## config.mk

```make
export PLATFORM = sky130hd
export DESIGN_NAME = mem_stage
export DESIGN_NICKNAME = d
export VERILOG_FILES = /design/src/rtl/mem_stage.sv
export SDC_FILE = /design/constraint.sdc
export NUM_CORES = 1
export LEC_CHECK = 0
export BUFFER_PORTS_ARGS = -buffer_cell sky130_fd_sc_hd__buf_4
export CAP_MARGIN = 5
export CORE_AREA = 2 2 121 123
export CTS_BUF_LIST = sky130_fd_sc_hd__clkbuf_8
export DETAILED_ROUTE_END_ITERATION = 6
export DIE_AREA = 0 0 123 125
export PLACE_DENSITY = 0.71
export SLEW_MARGIN = 20
export SYNTH_ARGS = -nofsm -noshare
export SYNTH_HDL_FRONTEND = slang
export SYNTH_SLANG_ARGS = --single-unit
```

## constraint.sdc

```tcl
create_clock -name clk -period 2.2 [get_ports clk]
set_input_delay 0.11 -clock clk [delete_from_list [all_inputs] [get_ports clk]]
set_output_delay 0.11 -clock clk [all_outputs]
set_load 0.005 [all_outputs]
```

## src/rtl/mem_stage.sv

```systemverilog
// mem_stage: MEM stage of the 5-stage RISC-V pipeline.
// Resolves branches from the EX/MEM register, runs word loads/stores over a
// registered req/ack data-memory port guarded by a timeout watchdog, stalls
// the upstream stages while an access is outstanding, and loads the MEM/WB
// pipeline register for writeback.
module mem_stage #(
    parameter int unsigned TIMEOUT     = 255,
    parameter int unsigned CNT_W       = 8,
    parameter bit          ALIGN_CHECK = 1'b1
) (
    input  logic        clk,
    input  logic        reset,

    // EX/MEM pipeline register
    input  logic        ex_mem_valid,
    input  logic [1:0]  wb_ctl,
    input  logic        branch,
    input  logic        memread,
    input  logic        memwrite,
    input  logic [31:0] EX_MEM_NPC,
    input  logic        zero,
    input  logic [31:0] alu_result,
    input  logic [31:0] rdata2out,
    input  logic [4:0]  five_bit_muxout,

    // Branch resolution
    output logic        pc_src,
    output logic [31:0] branch_target,

    // Pipeline control
    output logic        mem_stall,
    output logic        mem_fault,

    // Data-memory port
    output logic        dmem_req,
    output logic        dmem_we,
    output logic [31:0] dmem_addr,
    output logic [31:0] dmem_wdata,
    input  logic [31:0] dmem_rdata,
    input  logic        dmem_ack,

    // MEM/WB pipeline register
    output logic [1:0]  wb_ctlout,
    output logic [31:0] read_data,
    output logic [31:0] mem_alu_result,
    output logic [4:0]  mem_write_reg,
    output logic        mem_wb_valid
);

    typedef enum logic {
        S_IDLE,
        S_WAIT
    } state_t;

    // Last watchdog count before the access is abandoned.
    localparam logic [CNT_W-1:0] LAST_CNT = CNT_W'(TIMEOUT - 1);

    state_t           state;
    logic [CNT_W-1:0] counter;

    logic is_mem;
    logic load_only;
    logic misaligned;
    logic at_limit;

    // A set memwrite dominates: an instruction flagged as both is a store.
    assign is_mem     = ex_mem_valid & (memread | memwrite);
    assign load_only  = memread & ~memwrite;
    assign misaligned = ALIGN_CHECK && (alu_result[1:0] != 2'b00);
    assign at_limit   = (counter == LAST_CNT);

    assign pc_src        = ex_mem_valid & branch & zero;
    assign branch_target = EX_MEM_NPC;

    // Stall upstream while an access is being issued or is still outstanding.
    always_comb begin
        mem_stall = 1'b0;
        case (state)
            S_IDLE:  mem_stall = is_mem & ~misaligned;
            S_WAIT:  mem_stall = ~dmem_ack & ~at_limit;
            default: mem_stall = 1'b0;
        endcase
    end

    // Access FSM, watchdog counter, memory port and MEM/WB register.
    always_ff @(posedge clk) begin
        if (reset) begin
            state          <= S_IDLE;
            counter        <= '0;
            dmem_req       <= 1'b0;
            dmem_we        <= 1'b0;
            dmem_addr      <= '0;
            dmem_wdata     <= '0;
            mem_fault      <= 1'b0;
            wb_ctlout      <= '0;
            read_data      <= '0;
            mem_alu_result <= '0;
            mem_write_reg  <= '0;
            mem_wb_valid   <= 1'b0;
        end else begin
            mem_fault <= 1'b0;
            case (state)
                S_IDLE: begin
                    if (is_mem && !misaligned) begin
                        dmem_req     <= 1'b1;
                        dmem_we      <= memwrite;
                        dmem_addr    <= alu_result;
                        dmem_wdata   <= rdata2out;
                        counter      <= '0;
                        mem_wb_valid <= 1'b0;
                        state        <= S_WAIT;
                    end else if (is_mem) begin
                        // Misaligned: retire with writeback suppressed.
                        mem_fault      <= 1'b1;
                        wb_ctlout      <= '0;
                        read_data      <= '0;
                        mem_alu_result <= alu_result;
                        mem_write_reg  <= five_bit_muxout;
                        mem_wb_valid   <= 1'b1;
                    end else begin
                        wb_ctlout      <= wb_ctl;
                        read_data      <= '0;
                        mem_alu_result <= alu_result;
                        mem_write_reg  <= five_bit_muxout;
                        mem_wb_valid   <= ex_mem_valid;
                    end
                end

                S_WAIT: begin
                    if (dmem_ack) begin
                        // Ack takes priority over a coincident timeout.
                        wb_ctlout      <= wb_ctl;
                        read_data      <= load_only ? dmem_rdata : '0;
                        mem_alu_result <= alu_result;
                        mem_write_reg  <= five_bit_muxout;
                        mem_wb_valid   <= 1'b1;
                        dmem_req       <= 1'b0;
                        state          <= S_IDLE;
                    end else if (at_limit) begin
                        mem_fault      <= 1'b1;
                        wb_ctlout      <= '0;
                        read_data      <= '0;
                        mem_alu_result <= alu_result;
                        mem_write_reg  <= five_bit_muxout;
                        mem_wb_valid   <= 1'b1;
                        dmem_req       <= 1'b0;
                        state          <= S_IDLE;
                    end else begin
                        counter      <= counter + CNT_W'(1);
                        mem_wb_valid <= 1'b0;
                    end
                end

                default: state <= S_IDLE;
            endcase
        end
    end

endmodule

```

==> results.cfg <==
[route]
wl_met3_mm = 1.16
drt_pass1_iterations = 4
antenna_left = 0
drc = 0
post_drt_via_cell_ratio = 4.85
drt_iter0_markers = 230
met1_length_mm = 6.39
wl_met2_mm = 8.17
via_count = 5136
wl_mm = 16.5
top_layer = met4
avgRoutedWirePerCell_um = 15.5

[global_route]
grt_first_pass_wirelength_mm = 25.4
grt.overflow.total = 0
grt_usage_pct = 21.0
antenna_found_initial = 0
grt_max_degree = 70
first_global_vias = 5005

[floorplanning]
ios = 316
die_x_um = 123
rows = 44
die_area_um2 = 15400
initial_core_util_pct = 36.9
core_area_um2 = 14200
die_h_um = 125

[clock_network]
postCtsSetupRepairBufs = 0
cts_buffer_depth = 2
clkLatencyLatePin_ps = 450
cts_tree = built
cts_root_buffer = clkbuf_8
path_clk_slew_ps = 80
cts_sinks = 148
cts-htree-levels = 4
cts_buffers = 17

[final_layout]
final_cell_mix = 259 x buf_4, 148 x dfxtp_1, 130 x nand2_1, 105 x dlygate4sd3_1, 72 x a21oi_1
nets = 1008
area_delta_synth_final_pct = 61.8
fin_cells = 1060
multi_input_area_um2 = 1840
n_fill_cell = 1187
drive_gt1_share_pct = 34.6
final_common_cell = buf_4
num_antenna_cells = 0
seq_area_um2 = 2960

[timing]
worstMarginPinSlew_ps = 500
final.min_clock_period_ps = 2040
fin_crit_sh_pct = 92.9
report.final.slew_viol_count = 0
setup_tns_ps = 0
setup_violations = 0
fmax_ghz = 0.489
hold_violations = 0
skew_ps = 13.3
slew_headroom_pct = 66.7
grt_setup_unrepaired = false

[place]
dpl.hpwl_mm = 10.2
dp.cells = 923
routabilityCongestion = 0.786
port_buffers = 251

[setup_path]
crit_type = input port to output pin
worstPathMaxFanout = 28
rr_worst_depth = 7
critPathRequiredTime_ps = 2090
cp-start-kind = input port
critPathCaptureType = output pin
cp.arrival_ps = 1930

[power_and_ir_drop]
power_per_cell_area_nw_per_um2 = 658
leakage_uw = 0.00379
ir_drop_uv = 384

[logic_synthesis]
synth_edf_count = 0
ys_seq_area_share_pct = 56.5
ys_warn_count = 0
syn_nets = 692
yosysTopAreaCell = dfxtp_1
post_synth.cell_area_avg_um2 = 9.59
syn_area_um2 = 5250
netlist_instances = 547
synth_seq_cells = 148
yosysUniqueCellTypes = 35
synth_top_area_share_pct = 56.5
synthArstFlopShare_pct = 0
ys_dominant_reg_cell = dfxtp_1
synthTopCellsByArea = dfxtp_1 56%, a22o_1 12%, nand2_1 9.4%

[min_path]
hp-class = input port to flop
hold-path-cell-count = 4

[run]
max_cap_violations = 0

[run_status]
run_status = finished clean
cell families after synthesis:
| logic type | after synthesis | share of synthesized area, % |
|---|---|---|
| and+or+nand+nor | 163 | 12.8 |
| AOI/OAI and AO/OA | 158 | 20.9 |
| DFF | 148 | 56.5 |
| buffers and inverters | 73 | 8.85 |
| xor gates and xnor gates | 2 | 0.334 |
| adders and majority gates | 2 | 0.477 |
| muxes | 1 | 0.215 |
power by group:
part | switching (uW) | internal, uW | total, uW
Combinational | 258 | 421 | 679
Sequential | 46.6 | 2760 | 2810
Clock | 1030 | 1060 | 2100
final cells by class:
cell class,instances,area share [%]
multi-input cells,326,21.7
flip-flops and latches,148,34.9
repair buffers,367,35.9
clock buffers,19,3.08
well taps,184,2.71
clock inverters,13,1.55
inverters,3,0.133
repair_timing:
action,in CTS,in global routing
endpoints found under the setup margin,1,1
endpoints found under the hold margin,135,0
gates resized for setup,2,2
hold buffers,105,0
critical path: stages:
cell           delay [ps]
dlygate4sd3_1         540
buf_4                 140
or2_4                 260
or3_4                 430
buf_8                 190
nand2_2               130
buf_4                 140
cells in the mapped netlist (3+ instances only):
master	instances
a21oi_1	72
a22o_1	71
buf_6	8
clkbuf_1	21
o21ai_0	6
dfxtp_1	148
buf_2	8
nand2_1	131
nand2b_1	4
and3_1	5
nor2_1	7
inv_1	3
buf_4	32
nand3_1	5
nor3_1	3
layer usage:
metal  GRT usage, %  vias to the layer above
li1               -                     2484
met1           23.4                     2390
met2           35.2                      208
met3           5.98                       54
met4           12.6                        0
met5              0                        -
path summary, 6_finish.rpt:
check | from | end | slack, ps
worst min-delay path | memread | mem_wb_valid | 50
worst min register to register | dmem_addr[29] | dmem_addr[29] | 460
worst max-delay path | alu_result[0] | mem_stall | 160
worst max register to register | counter[0] | counter[0] | 410
metrics by stage:
stage | hold WS (ps) | setup WS, ps | area [um2] | utilization (%) | power, uW
floorplan | 235 | 509 | 5250 | - | 3090
global placement | 220 | 413 | 7030 | 49.5 | 3380
detailed placement | 220 | 351 | 7030 | 49.5 | 3390
CTS | 8.27 | 19.1 | 8480 | 59.7 | 5640
global route | 76.4 | 121 | 8490 | 59.8 | 5830
finish | 50.3 | 157 | 8490 | 59.8 | 5590
Note: power is estimated with default switching activity, not from simulation.
